==> src/rtl/adc_acq_pkg.sv <==
// Shared state encoding and trigger-mode constants for the ADC acquisition scheduler.
package adc_acq_pkg;

   typedef logic [2:0] state_t;

   localparam state_t ST_IDLE      = 3'd0;
   localparam state_t ST_FLUSH     = 3'd1;
   localparam state_t ST_HOLDOFF   = 3'd2;
   localparam state_t ST_WAIT_TRIG = 3'd3;
   localparam state_t ST_CAPTURE   = 3'd4;
   localparam state_t ST_LATCH     = 3'd5;
   localparam state_t ST_READY     = 3'd6;

   localparam logic [1:0] MODE_AUTO   = 2'd0;
   localparam logic [1:0] MODE_NORMAL = 2'd1;
   localparam logic [1:0] MODE_SINGLE = 2'd2;

   // Mode 3 falls through to normal behaviour, so only auto and single need decoding.
   function automatic logic is_single(input logic [1:0] m);
      return m == MODE_SINGLE;
   endfunction

   function automatic logic is_auto(input logic [1:0] m);
      return m == MODE_AUTO;
   endfunction

endpackage

==> src/rtl/adc_trig_edge.sv <==
// Registered edge detector on the comparator trigger level with polarity select.
module adc_trig_edge (
   input  logic clk_i,
   input  logic rst_i,
   input  logic trig_i,
   input  logic edge_sel_i,
   output logic pulse_o
);

   logic trig_prev_d, trig_prev_q;

   // Previous level follows the input every cycle, independent of scheduler state.
   always_comb begin
      trig_prev_d = trig_i;
   end

   // Previous-level register.
   always_ff @(posedge clk_i) begin
      if (rst_i) begin
         trig_prev_q <= 1'b0;
      end else begin
         trig_prev_q <= trig_prev_d;
      end
   end

   // One-cycle pulse in the cycle the new level is first seen; 0 = rising, 1 = falling.
   always_comb begin
      if (edge_sel_i) begin
         pulse_o = ~trig_i & trig_prev_q;
      end else begin
         pulse_o = trig_i & ~trig_prev_q;
      end
   end

endmodule

==> src/rtl/adc_acq_sched.sv <==
// Acquisition scheduler: flush, holdoff, trigger wait, frame capture and readout handoff.
module adc_acq_sched
   import adc_acq_pkg::*;
#(
   parameter int unsigned FRAME_LEN = 3000,
   parameter int unsigned LEN_W     = 12,
   parameter int unsigned TIMEOUT   = 100000,
   parameter int unsigned FLUSH_CYC = 2,
   parameter int unsigned HOLD_W    = 16
) (
   input  logic              clk,
   input  logic              rst,
   input  logic [1:0]        mode,
   input  logic              edge_sel,
   input  logic [HOLD_W-1:0] holdoff,
   input  logic              trig_in,
   input  logic              arm,
   input  logic              abort,
   input  logic              frame_done,
   output logic              fifo_aclr,
   output logic              fifo_wrreq,
   output logic              frame_valid,
   output logic [LEN_W-1:0]  frame_len,
   output logic              forced,
   output logic [15:0]       frame_cnt,
   output logic              busy
);

   // One sequencing counter serves flush, holdoff and write phases; it must hold FRAME_LEN.
   localparam int unsigned SEQ_W = (HOLD_W > LEN_W) ? HOLD_W : LEN_W;
   localparam int unsigned TMO_W = $clog2(TIMEOUT + 1);

   localparam logic [SEQ_W-1:0] FLUSH_LAST = SEQ_W'(FLUSH_CYC - 1);
   localparam logic [SEQ_W-1:0] WRITE_LAST = SEQ_W'(FRAME_LEN - 1);
   localparam logic [TMO_W-1:0] TMO_LAST   = TMO_W'(TIMEOUT - 1);

   state_t             state_d, state_q;
   logic [SEQ_W-1:0]   seq_cnt_d, seq_cnt_q;
   logic [TMO_W-1:0]   tmo_cnt_d, tmo_cnt_q;
   logic [1:0]         mode_d, mode_q;
   logic               edge_sel_d, edge_sel_q;
   logic [HOLD_W-1:0]  holdoff_d, holdoff_q;
   logic [LEN_W-1:0]   frame_len_d, frame_len_q;
   logic [15:0]        frame_cnt_d, frame_cnt_q;
   logic               forced_d, forced_q;
   logic [SEQ_W-1:0]   hold_last;
   logic               trig_pulse;

   adc_trig_edge u_trig_edge (
      .clk_i      (clk),
      .rst_i      (rst),
      .trig_i     (trig_in),
      .edge_sel_i (edge_sel_q),
      .pulse_o    (trig_pulse)
   );

   // Holdoff of zero still spends one cycle in HOLDOFF.
   always_comb begin
      if (holdoff_q == '0) begin
         hold_last = '0;
      end else begin
         hold_last = SEQ_W'(holdoff_q - 1'b1);
      end
   end

   // Next-state and counter logic; abort overrides every transition.
   always_comb begin
      state_d     = state_q;
      seq_cnt_d   = seq_cnt_q;
      tmo_cnt_d   = tmo_cnt_q;
      mode_d      = mode_q;
      edge_sel_d  = edge_sel_q;
      holdoff_d   = holdoff_q;
      frame_len_d = frame_len_q;
      frame_cnt_d = frame_cnt_q;
      forced_d    = forced_q;

      case (state_q)
         ST_IDLE: begin
            if (arm && !abort) begin
               state_d    = ST_FLUSH;
               seq_cnt_d  = '0;
               mode_d     = mode;
               edge_sel_d = edge_sel;
               holdoff_d  = holdoff;
            end
         end
         ST_FLUSH: begin
            forced_d = 1'b0;
            if (seq_cnt_q == FLUSH_LAST) begin
               state_d   = ST_HOLDOFF;
               seq_cnt_d = '0;
            end else begin
               seq_cnt_d = seq_cnt_q + 1'b1;
            end
         end
         ST_HOLDOFF: begin
            if (seq_cnt_q >= hold_last) begin
               state_d   = ST_WAIT_TRIG;
               seq_cnt_d = '0;
               tmo_cnt_d = '0;
            end else begin
               seq_cnt_d = seq_cnt_q + 1'b1;
            end
         end
         ST_WAIT_TRIG: begin
            // A real edge takes priority over a coincident timeout.
            if (trig_pulse) begin
               state_d   = ST_CAPTURE;
               seq_cnt_d = '0;
            end else if (is_auto(mode_q) && tmo_cnt_q == TMO_LAST) begin
               state_d   = ST_CAPTURE;
               seq_cnt_d = '0;
               forced_d  = 1'b1;
            end else begin
               tmo_cnt_d = tmo_cnt_q + 1'b1;
            end
         end
         ST_CAPTURE: begin
            // Counter ends at FRAME_LEN, which LATCH copies into frame_len.
            seq_cnt_d = seq_cnt_q + 1'b1;
            if (seq_cnt_q == WRITE_LAST) begin
               state_d = ST_LATCH;
            end
         end
         ST_LATCH: begin
            frame_len_d = seq_cnt_q[LEN_W-1:0];
            frame_cnt_d = frame_cnt_q + 16'd1;
            state_d     = ST_READY;
         end
         ST_READY: begin
            if (frame_done) begin
               seq_cnt_d = '0;
               state_d   = is_single(mode_q) ? ST_IDLE : ST_FLUSH;
            end
         end
         default: begin
            state_d = ST_IDLE;
         end
      endcase

      if (abort) begin
         state_d   = ST_IDLE;
         seq_cnt_d = '0;
         tmo_cnt_d = '0;
      end
   end

   // State and datapath registers.
   always_ff @(posedge clk) begin
      if (rst) begin
         state_q     <= ST_IDLE;
         seq_cnt_q   <= '0;
         tmo_cnt_q   <= '0;
         mode_q      <= '0;
         edge_sel_q  <= 1'b0;
         holdoff_q   <= '0;
         frame_len_q <= '0;
         frame_cnt_q <= '0;
         forced_q    <= 1'b0;
      end else begin
         state_q     <= state_d;
         seq_cnt_q   <= seq_cnt_d;
         tmo_cnt_q   <= tmo_cnt_d;
         mode_q      <= mode_d;
         edge_sel_q  <= edge_sel_d;
         holdoff_q   <= holdoff_d;
         frame_len_q <= frame_len_d;
         frame_cnt_q <= frame_cnt_d;
         forced_q    <= forced_d;
      end
   end

   // Strobes decoded straight from the state register so they carry no extra latency.
   always_comb begin
      fifo_wrreq  = (state_q == ST_CAPTURE);
      fifo_aclr   = (state_q == ST_FLUSH);
      frame_valid = (state_q == ST_READY);
      busy        = (state_q != ST_IDLE);
      frame_len   = frame_len_q;
      frame_cnt   = frame_cnt_q;
      forced      = forced_q;
   end

endmodule

==> config.mk <==
export PLATFORM = sky130hd
export DESIGN_NAME = adc_acq_sched
export DESIGN_NICKNAME = d
export VERILOG_FILES = /design/src/rtl/adc_acq_pkg.sv /design/src/rtl/adc_trig_edge.sv /design/src/rtl/adc_acq_sched.sv
export SDC_FILE = /design/constraint.sdc
export NUM_CORES = 1
export LEC_CHECK = 0
export BUFFER_PORTS_ARGS = -buffer_cell sky130_fd_sc_hd__clkbuf_2
export CORE_MARGIN = 3
export CORE_UTILIZATION = 55
export CTS_BUF_LIST = sky130_fd_sc_hd__clkbuf_4
export DETAILED_ROUTE_END_ITERATION = 16
export PLACE_DENSITY = 0.74
export SLEW_MARGIN = 0
export SYNTH_ARGS = -nofsm -noshare
export SYNTH_HDL_FRONTEND = slang
export SYNTH_SLANG_ARGS = --single-unit
==> constraint.sdc <==
create_clock -name clk -period 9.9 [get_ports clk]
set_input_delay 1.485 -clock clk [delete_from_list [all_inputs] [get_ports clk]]
set_output_delay 1.485 -clock clk [all_outputs]
set_load 0.01 [all_outputs]
# Word level (Yosys, flattened, before mapping)
# Index checks and enable logic that the tools add are counted.
op_classes:
  muxes: 25
  n_bitwise: 4
  magnitude_cmp: 1
  n_addsub: 4
  n_eq_ne: 19
  reduce_logical: 16
ops:
  columns: ["op", "count"]
  rows:
  - ["16-bit 2-to-1 mux", 7]
  - ["16-bit one-hot mux with 6 select lines", 1]
  - ["17-bit 2-to-1 mux", 3]
  - ["17-bit one-hot mux with 2 select lines", 1]
  - ["16-bit by 1-bit adder with 16-bit output, second input constant", 2]
  - ["3-bit 2-to-1 mux", 7]
  - ["3-bit one-hot mux with 7 select lines", 1]
  - ["17-bit by 1-bit adder with 17-bit output, second input constant", 1]
  - ["17-bit equality test, second input constant", 1]
  - ["16-bit by 1-bit equality test with 1-bit output, second input constant", 1]
  - ["16-bit by 12-bit equality test with 1-bit output, second input constant", 1]
  - ["16-bit greater-or-equal comparator", 1]
  - ["16-bit zero test", 1]
  - ["16-bit by 1-bit subtractor with 16-bit output, second input constant", 1]
  - ["2-bit != test, second input constant", 6]
  - ["3-bit equality test, second input constant", 3]
  - ["4-bit AND reduction", 2]
  - ["3-bit by 2-bit equality test with 1-bit output, second input constant", 2]
  - ["6-bit AND reduction", 1]
  - ["6-bit nonzero test", 1]
  - ["1-bit 2-to-1 mux", 4]
  - ["2-bit by 1-bit != test with 1-bit output, second input constant", 2]
  - ["2-bit nonzero test", 2]
  - ["3-bit by 1-bit equality test with 1-bit output, second input constant", 1]
  - ["other kinds (13)", 16]
totals:
  word_cells: 79
  output_inout_bits: 33
  reg_bits: 85

# Depth between registers and ports, before layout
depth:
  word_depth: 5
  mapped_depth: 16
  ltp_nobuf: 14

# Modules after synthesis
# Synthesis repeated with hierarchy kept, for this count alone.
hier_totals:
  cells_unflattened: 585
  area_unflattened_um2: 4581.9
by_module_without_submodules:
  columns: ["module", "seq_area_each_um2", "cells_each", "instances", "area_each_um2"]
  rows:
  - ["adc_acq_sched", 1681.6, 580, 1, 4533.1]
  - ["adc_trig_edge", 20.0, 5, 1, 48.8]

# Least setup slack after synthesis
# No wires, ideal clock.
synth_timing:
  path_kind: "reg2reg"
  start: "register holdoff_q[3]"
  end: "register tmo_cnt_q[13]"
  stages_incl_launch_ff: 14
  setup_time_ns: 0.070
  required_time_ns: 9.830
  synth_period_minus_slack_ns: 4.145
  n_path_buf: 1
  path_slack_ns: 5.755
  arrival_time_ns: 4.075
  cell_sequence: "dfxtp_1 > or4_1 > or3_1 > nor4_1 > xor2_1 > nand2_1 > ha_1 > nand4_1 > or4_1 > a221o_1 > a311o_1 > clkbuf_1 > or4_1 > a21oi_1"
synth_via:
  elab_chain_cells: 5
  word_cells_on_any_way: 6
  classes_between: "add/sub: 1; order compare: 1; eq/ne: 1; mux: 1; reduce/logical: 2"
synth_lines:
  columns: ["element", "line", "rtl"]
  rows:
  - ["start: declaration", "adc_acq_sched.sv:42", "logic [HOLD_W-1:0] holdoff_d, holdoff_q;"]
  - ["start signal: assignment", "adc_acq_sched.sv:167", "holdoff_q <= holdoff_d;"]
  - ["16-bit by 1-bit subtractor with 16-bit output / 16-bit zero test (equally long branches)", "adc_acq_sched.sv:62, adc_acq_sched.sv:59", null]
  - ["16-bit 2-to-1 mux (*)", "adc_acq_sched.sv:59", "if (holdoff_q == '0) begin"]
  - ["16-bit greater-or-equal comparator (*)", "adc_acq_sched.sv:98", "if (seq_cnt_q >= hold_last) begin"]
  - ["2-bit != test (no line) (*)", null, null]
  - ["4-bit AND reduction (no line) (*)", null, null]
  - ["end signal: assignment", "adc_acq_sched.sv:164", "tmo_cnt_q <= tmo_cnt_d;"]
  - ["end: declaration", "adc_acq_sched.sv:39", "logic [TMO_W-1:0] tmo_cnt_d, tmo_cnt_q;"]
# Every way passes the cells marked *; elsewhere a longest branch is shown, timed or not.
# A chain may end at the register's enable or synchronous reset.

# Final worst setup path
layout_timing:
  start: "register holdoff_q[8]"
  end: "register tmo_cnt_q[15]"
# Same word-level chain as after synthesis.

==> flow_metrics.env <==
export IMPL_outcome="finished, final reports clean"
export IMPL_clk_pin_slew_ps=160
export IMPL_grt_max_degree=52
export IMPL_die_width_um=96.8
export IMPL_die_area_um2=9370
export IMPL_seq_area_frac_synth_pct=37.5
export IMPL_crit_type="reg -> reg"
export IMPL_drive_above_1_share_pct=12.5
export IMPL_port_buffer_count=57
export IMPL_nFillCells=726
export IMPL_synth_common_cells="nand2_1, dfxtp_1, a21oi_1, nor2_1, nand3_1"
export IMPL_synth_fa_ha_area_share_pct=6.07
export IMPL_wl_per_cell_um=14.7
export IMPL_place_congestion=0.945
export IMPL_post_synth_cell_area_avg_um2=7.70
export IMPL_cp_max_fo=29
export IMPL_clk_latency_ps=450
export IMPL_grt_pass1_wl_um=18500
export IMPL_viasPerCell=5.79
export IMPL_rsz0062_at_grt="no"
export IMPL_p_total_w=0.000632
export IMPL_setup_viol=0
export IMPL_dr_total_vias=4263
export IMPL_start_util_pct=57.8
export IMPL_worstMarginPinSlew_ps=1130
export IMPL_hpwl_um=7970
export IMPL_hold_buffers=0
export IMPL_maxSlewHeadroom_pct=24.7
export IMPL_final_antenna_net_count=0
export IMPL_min_path_type="reg -> reg"
export IMPL_synth_xor_area_share_pct=5.80
export IMPL_synth_edff_count=0
export IMPL_synth_compound_area_share_pct=16.0
export IMPL_antenna_found_initial=0
export IMPL_grt_pass1_vias=3943
export IMPL_fin_crit_sh_pct=48.1
export IMPL_drc=0
export IMPL_drt_iter0_markers=313
export IMPL_yosysMostFrequentCell="nand2_1"
export IMPL_first_pass_iters=5
export IMPL_finalSetupTns_ps=0
export IMPL_hold_violations=0
export IMPL_max_freq_mhz=210
export IMPL_ys_ff_latch=85
export IMPL_ff_latch_area_um2=1700
export IMPL_std_cell_rows=32
export IMPL_cts_resized=0
export IMPL_reg2reg_slack_ps=5140
export IMPL_yosys_top_cells_area="dfxtp_1, nand2_1, a21oi_1"
export IMPL_synth_warnings=0
export IMPL_leakagePower_nw=1.93
export IMPL_peakVddDrop_mv=0.0651
export IMPL_syn_nets=636
export IMPL_core_region_area_um2=7850
export IMPL_muxShareOfSynthArea_pct=0.662
export IMPL_cts_buffers=9
export IMPL_final_nets=676
export IMPL_synth_top_cell_area_share_pct=37.5
export IMPL_root_buffer="clkbuf_4"
export IMPL_die_height_um=96.8
export IMPL_max_cap_violations=0
export IMPL_grt_usage_pct=23.4
export IMPL_overflow=0
export IMPL_totalWireLength_um=10800
export IMPL_worstPathArrival_ps=5150
export IMPL_cts_sinks=85
export IMPL_required_ps=10300
export IMPL_synth_ff_type="dfxtp_1"
export IMPL_area_growth_pct=9.83
export IMPL_synth_top_family_by_area="simple AND/OR/NAND/NOR gates"
export IMPL_ios=58
export IMPL_critPathLaunchType="register"
export IMPL_synthCells=589
export IMPL_synth_simple_gate_area_share_pct=29.8
export IMPL_yosysTopAreaCell="dfxtp_1"
export IMPL_cts_buffer_depth=2
export IMPL_cts_htree_levels=3
export IMPL_netlist_area_um2=4530
export IMPL_async_flop_share_pct=0
export IMPL_cts_tree="built"
export IMPL_finalClockSkew_ps=10.4
export IMPL_synth_distinct_cells=48
export IMPL_utilization_pct=63.4
export IMPL_power_density_nw_per_um2=127
export IMPL_antenna_cells=0
export IMPL_cts_setup_buffers=0
export IMPL_placed_area_um2=4840
export IMPL_multi_input_area_um2=2650
export IMPL_end_kind="register"
export IMPL_slew_viol_final=0
export IMPL_fin_crit_ps=4760
export IMPL_final_cell_area_um2=4980
## cells by family after synthesis
group           count (synthesis)
simple gates                  276
mux                             3
flops                          85
xor+xnor                       30
fa+ha+maj                      22
compound gates                124
buf+inv                        49
## per-layer routing
metal / GRT usage [%] / share of wire (%) / vias up
li1: - / - / 2167
met1: 32.4 / 47 / 1949
met2: 36.4 / 44 / 130
met3: 5.91 / 7.3 / 17
met4: 6.26 / 1.7 / 0
met5: 0 / 0 / -
## critical path, cell delays in order, from the launching register on
cell and delay, ps:
dfxtp_1 390, or4_1 610, nor4_1 350, nand4_1 560
nand2_1 200, ha_1 180, nand4_1 140, or4_1 540
a221o_1 320, a311o_1 640, or4_1 620, a21oi_1 160
## path summary, 6_finish.rpt
check | startpoint | end | depth (start not counted)
hold / removal | frame_len[1]$_SDFFE_PP0P_ | frame_len[1]$_SDFFE_PP0P_ | 2
setup / recovery | holdoff_q[8]$_SDFFE_PP0P_ | tmo_cnt_q[15]$_SDFFE_PP0P_ | 11
setup reg to reg | holdoff_q[8]$_SDFFE_PP0P_ | tmo_cnt_q[15]$_SDFFE_PP0P_ | 11
hold reg to reg | frame_len[1]$_SDFFE_PP0P_ | frame_len[1]$_SDFFE_PP0P_ | 2
## cell usage in the layout (no fill, tap or decap), types with 2 or more instances in the layout
cell type	n
nand2_1	109
dfxtp_1	85
a21oi_1	68
clkbuf_2	57
nor2_1	41
nand3_1	29
ha_1	22
o21ai_0	19
inv_1	19
xor2_1	19
nand4_1	14
nor3_1	14
or4_1	14
o31ai_1	12
xnor2_1	11
clkbuf_4	9
and3_1	7
and2_1	6
nor4_1	6
or3_1	6
or2_2	5
a22o_1	5
nor2b_1	5
nand2b_1	4
a31oi_1	4
nand3b_1	3
mux2i_1	3
o21a_1	3
inv_8	3
nor3b_1	2
and3b_1	2
nor4b_1	2
nand4b_1	2
a21o_1	2
and4_1	2
and4b_1	2
inv_6	2
clkinvlp_4	2
## flip-flops by register name (all words and copies together) (netlist names)
name / count
forced: 1
seq_cnt_q: 16
frame_len: 12
frame_cnt: 16
edge_sel_q: 1
mode_q: 2
u_trig_edge.trig_prev_q: 1
tmo_cnt_q: 17
state_q: 3
holdoff_q: 16
## stage by stage
stage / hold WS, ps / setup slack [ps] / cells
2_1_floorplan: 445 / 5750 / 589
3_3_place_gp: 441 / 5340 / 720
3_5_place_dp: 449 / 5200 / 720
4_1_cts: 468 / 5150 / 736
5_1_grt: 488 / 4790 / 736
6_report: 467 / 5140 / 736
## report_power, final
group          switching, W  internal (W)  leakage, nW
registers        0.00000513      0.000347        0.687
clock network      0.000137     0.0000585       0.0689
logic             0.0000515     0.0000329         1.17
## cell type report
class	instances	area share (%)
sequential	85	34.2
clock inverter	7	1.33
clock buffer	9	1.36
inverter	20	1.51
multi-input combinational	455	53.2
tap	102	2.56
timing repair buffer	58	5.88
Power figures use the tool's default switching activity.
